File: src/rtl/tconvert.sv
// Two-stage pipelined Celsius to display-units converter.
// Result is tenths of a degree: tc*10 (Celsius) or tc*18 + 320 (Fahrenheit).
module tconvert #(
    parameter int IN_W  = 13,
    parameter int OUT_W = 18
) (
    input  logic                    clk,
    input  logic                    rst,
    input  logic                    in_valid,
    input  logic                    c_f,
    input  logic signed [IN_W-1:0]  tc,
    output logic                    out_valid,
    output logic signed [OUT_W-1:0] tx10
);

    if (OUT_W < IN_W + 5) begin : g_width_check
        $error("tconvert: OUT_W must be at least IN_W+5");
    end

    logic signed [OUT_W-1:0] tc_ext;
    logic signed [OUT_W-1:0] prod;
    logic signed [OUT_W-1:0] prod_q;
    logic signed [OUT_W-1:0] offset;
    logic                    c_f_q;
    logic                    valid_q;

    assign tc_ext = {{(OUT_W-IN_W){tc[IN_W-1]}}, tc};

    // x18 = x<<4 + x<<1, x10 = x<<3 + x<<1
    always_comb begin
        prod = '0;
        if (c_f) begin
            prod = (tc_ext <<< 4) + (tc_ext <<< 1);
        end else begin
            prod = (tc_ext <<< 3) + (tc_ext <<< 1);
        end
    end

    always_ff @(posedge clk or posedge rst) begin
        if (rst) begin
            prod_q  <= '0;
            c_f_q   <= 1'b0;
            valid_q <= 1'b0;
        end else begin
            valid_q <= in_valid;
            if (in_valid) begin
                prod_q <= prod;
                c_f_q  <= c_f;
            end
        end
    end

    assign offset = c_f_q ? OUT_W'(320) : '0;

    // tx10 holds its last result through idle cycles
    always_ff @(posedge clk or posedge rst) begin
        if (rst) begin
            tx10      <= '0;
            out_valid <= 1'b0;
        end else begin
            out_valid <= valid_q;
            if (valid_q) begin
                tx10 <= prod_q + offset;
            end
        end
    end

endmodule

File: config.mk
export PLATFORM = sky130hd
export DESIGN_NAME = tconvert
export DESIGN_NICKNAME = d
export VERILOG_FILES = /design/src/rtl/tconvert.sv
export SDC_FILE = /design/constraint.sdc
export NUM_CORES = 1
export LEC_CHECK = 0
export ABC_AREA = 1
export CORE_ASPECT_RATIO = 1.25
export CORE_MARGIN = 2
export CORE_UTILIZATION = 25
export DETAILED_ROUTE_END_ITERATION = 6
export PLACE_DENSITY = 0.45
export SETUP_SLACK_MARGIN = 0.15
export SYNTH_ARGS = -nofsm -noshare
export SYNTH_HDL_FRONTEND = slang
export SYNTH_SLANG_ARGS = --single-unit
File: constraint.sdc
create_clock -name clk -period 1.6 [get_ports clk]
set_input_delay 0.32 -clock clk [delete_from_list [all_inputs] [get_ports clk]]
set_output_delay 0.32 -clock clk [all_outputs]
set_load 0.05 [all_outputs]
Yosys cells after proc, flatten, opt, wreduce, memory -nomap -nowiden
Index checks and enable logic that the tools add are counted.
{ "op_classes": {"n_addsub": 3, "mux": 2} }
{ "ops": {"columns": ["cell", "count"], "rows": [
  ["17-bit by 14-bit adder with 18-bit output", 1],
  ["18-bit by 10-bit adder with 18-bit output", 1],
  ["18-bit two-way mux", 1],
  ["16-bit by 14-bit adder with 17-bit output", 1],
  ["9-bit two-way mux", 1]
]} }
{ "totals": {"regBits": 39, "output_inout_bits": 19, "word_cells": 10} }

Longest topological paths before layout
{ "logic_depth": {"word_depth": 2, "depth_mapped": 12, "depth_no_buf": 12} }

Worst setup path after synthesis
Ideal clock, no wire load.
{ "synth_timing": {"kind": "input-to-reg", "startpoint": "input tc[0]", "endpoint": "register prod_q[10]", "setup_time_ns": 0.135, "arrival_ns": 1.520, "t_required_ns": 1.465, "slack_ns": -0.055, "path_stages": 9, "path_cell_list": "ha_1 -> fa_1 -> nand2_1 -> nand3_1 -> nand3_1 -> a21oi_1 -> nand3b_1 -> nand3_1 -> o21ai_0"} }
{ "synth_between": {"elab_chain_cells": 2} }
{ "synth_rtl": {"columns": ["element", "line_no", "source"], "rows": [
  ["start: declaration", "11", "input logic signed [IN_W-1:0] tc,"],
  ["17-bit by 14-bit adder with 18-bit output / 16-bit by 14-bit adder with 17-bit output (equally long branches)", "33, 35", null],
  ["18-bit two-way mux *", "32", "if (c_f) begin"],
  ["end signal: assignment", "47", "prod_q <= prod;"],
  ["end: declaration", "22", "logic signed [OUT_W-1:0] prod_q;"]
]} }
Mark *: on every way between the ends. The rest lies on a longest branch, timed or not.
A chain may end at the register's enable or synchronous reset.

Final worst setup path
{ "layout_timing": {"startpoint": "input tc[0]", "endpoint": "register prod_q[9]"} }
The elaborated chain is that of the path after synthesis.

==> results_dict.tcl <==
set metrics [dict create \
    yosysTopAreaCellShare_pct 31.0 \
    finalNonFillerCells 692 \
    syn-num-nets 492 \
    syn_avg_cell_area_um2 6.66 \
    path_class "primary input to flop" \
    clkTransAtPathRegs_ns 0.05 \
    cts_root_buffer "clkbuf_16" \
    intPower_mw 2.37 \
    utilization_pct 40.0 \
    power_density_nw_per_um2 827 \
    dp_hpwl_um 6620 \
    grt-ovfl-total 0 \
    vias 3101 \
    cts_sinks 37 \
    dieArea_um2 12800 \
    cts_tree "done" \
    fmax_ghz 0.663 \
    synth_cell_types 30 \
    power_frac_seq_pct 31.4 \
    rr_startpoint "c_f_q" \
    synthTopCellsByCount "172 x nand2_1, 49 x inv_1, 41 x nand3_1" \
    synthFlopType "dfrtp_1" \
    finalCritPeriodShare_pct 94.3 \
    preCtsSetupSlack_ns -0.726 \
    fin_ws_ns 0.0918 \
    final_cell_area_um2 4650 \
    io_buffers 34 \
    h-tree-depth 2 \
    die_w_um 102 \
    numCtsBuffers 5 \
    clk_latency_ns 0.28 \
    hold_viol 0 \
    synth_edf_count 0 \
    gp_congestion 0.813 \
    viasPerCell 4.48 \
    regArea_um2 927 \
    drc 0 \
    cap_violations 0 \
    fp.dieH_um 126 \
    nFillCells 1205 \
    grt_pass1_vias 3080 \
    wl_um 8840 \
    drt-initial-drc-count 102 \
    rsz0062_at_grt "yes" \
    dp_cells 673 \
    ys_warn_count 0 \
    rows 44 \
    antenna_found_initial 0 \
    dr.pass1.iters 4 \
    period_needed_ns 1.51 \
    final_nets 574 \
    start_kind "primary input" \
    drive_above_1_share_pct 35.0 \
    grt_pass1_wl_um 14700 \
    crit_path_top_delay_cell "fa_2" \
    crit_chain "buf_8 > ha_4 > fa_2 > nand3_2 > nand3_4 > a21oi_2 > or2_0 > nand3_2 > nand2_2 > nand2_2 > nand2_1" \
    slew_viol_final 0 \
    wl_per_cell_um 12.8 \
    synth_cells 448 \
    start_util_pct 25.7 \
    grt_max_degree 38 \
    synth.area.top_cells "dfrtp_1 31%, nand2_1 22%, ha_1 10%" \
    peakVddDrop_uv 422 \
    hold_path.startpoint "tc[0]" \
    multiInputGateArea_um2 2400 \
    synth-seq-area-share_pct 31.0 \
    antenna_left 0 \
    crit_fanout 4 \
    cp.arrival_ns 1.73 \
    async_flop_share_pct 100 \
    finClkSkew_ns 0.00153 \
    end_kind "flop" \
    crit_required_ns 1.82 \
    antennaDiodeCount 0 \
    crit_path_max_incr_delay_ns 0.39 \
    pwr-share-clk_pct 24.5 \
    area_delta_synth_final_pct 55.7 \
    hp-class "primary input to flop" \
    p_sw_mw 1.48 \
    dpl_cell_area_um2 3870 \
    status "finished, final reports clean" \
    grt.total_usage_pct 14.3 \
    clockBufferDepth 2 \
    p_sw_share_pct 38.4 \
    synth_top_cell_by_area "dfrtp_1" \
    power.total_mw 3.84 \
    synth_most_common_cell "nand2_1" \
    p_comb_share_pct 44.1 \
    syn_area_um2 2990 \
    startpoint "tc[0]" \
    setup_violations 0 \
    ys_seq_elements 37 \
    fp.coreArea_um2 11600 \
    ios 36 \
    p_leak_nw 2.24 \
    hold_buffers 0 \
]
==> area by class of cell <==
class                   count  area share, %
well taps                 161           4.33
clock buffers               6           2.77
multi-input cells         351           51.7
clock inverters             2          0.215
inverters                  50           4.04
repair buffers             85           17.0
flip-flops and latches     37           20.0
==> path summary, 6_finish.rpt <==
check                       endpoint  slack (ns)  depth (start not counted)
setup / recovery           prod_q[9]        0.09                         11
hold / removal             prod_q[1]        0.26                          3
setup reg to reg            tx10[16]        0.13                          8
hold reg to reg            prod_q[1]        0.47                          2
max in group asynchronous      c_f_q        1.01                          3
min in group asynchronous    tx10[2]        0.37                          3
==> power groups by stage <==
stage          combinational, mW  sequential, mW  clock [mW]
3_3_place_gp                1.42            1.20           0
4_1_cts                     1.59            1.20       0.962
6_report                    1.70            1.21       0.942
5_1_grt                     1.87            1.23        1.00
2_1_floorplan              0.639            1.45           0
3_5_place_dp                1.42            1.21           0
==> layer usage <==
layer  track usage [%]  vias up  wire, µm
li1                  -     1604         -
met1              17.2     1430      3750
met2              25.5       55      4680
met3              1.39       12       227
met4              5.56        0       176
met5                 0        -         0
==> logic make-up (layout without fill, tap and decap cells) <==
family,after synthesis,in the layout,share of synthesized area (%)
DFF,37,37,31.0
adders and majority gates,27,27,11.8
AOI/OAI and AO/OA,45,45,8.17
and+or+nand+nor,272,272,38.9
xor gates and xnor gates,6,6,1.76
other,1,1,0.126
buffers and inverters,60,143,8.21
==> critical path, delay by kind of cell <==
family                     cells  cell delay (ns)
and+or+nand+nor                7             0.58
adders and majority gates      2             0.55
buffers and inverters          1             0.11
AOI/OAI and AO/OA              1             0.16
==> state kept, by name (all words and copies together), names as in the netlist <==
register and cells:
tx10 17, c_f_q 1, prod_q 17, valid_q 1, out_valid 1
==> metrics by stage <==
step	TNS [ns]	hold WS, ns
5_1_grt	-0.00451	0.260
3_5_place_dp	-8.37	0.461
3_3_place_gp	-8.15	0.457
6_report	0	0.261
4_1_cts	0	0.260
2_1_floorplan	0	0.349
==> layout by cell type (no fill, tap or decap), types with 8 or more instances in the layout <==
cell type,Yosys,layout
a21oi_2,2,8
ha_4,0,22
nand4_1,10,10
nor2_1,32,23
nand3_1,41,22
o21ai_0,15,12
buf_4,1,60
buf_12,0,9
inv_1,49,48
buf_6,0,8
dfrtp_1,37,36
nand3_2,3,16
a21oi_1,18,12
nand2_1,172,152
nand2_2,2,17
==> what timing repair did <==
item,4_1_cts,5_1_grt
setup endpoints to repair,20,20
pin swaps,22,37
buffers inserted,8,3
gates resized for setup,124,60
No activity file was read; power rests on OpenSTA's default activity.
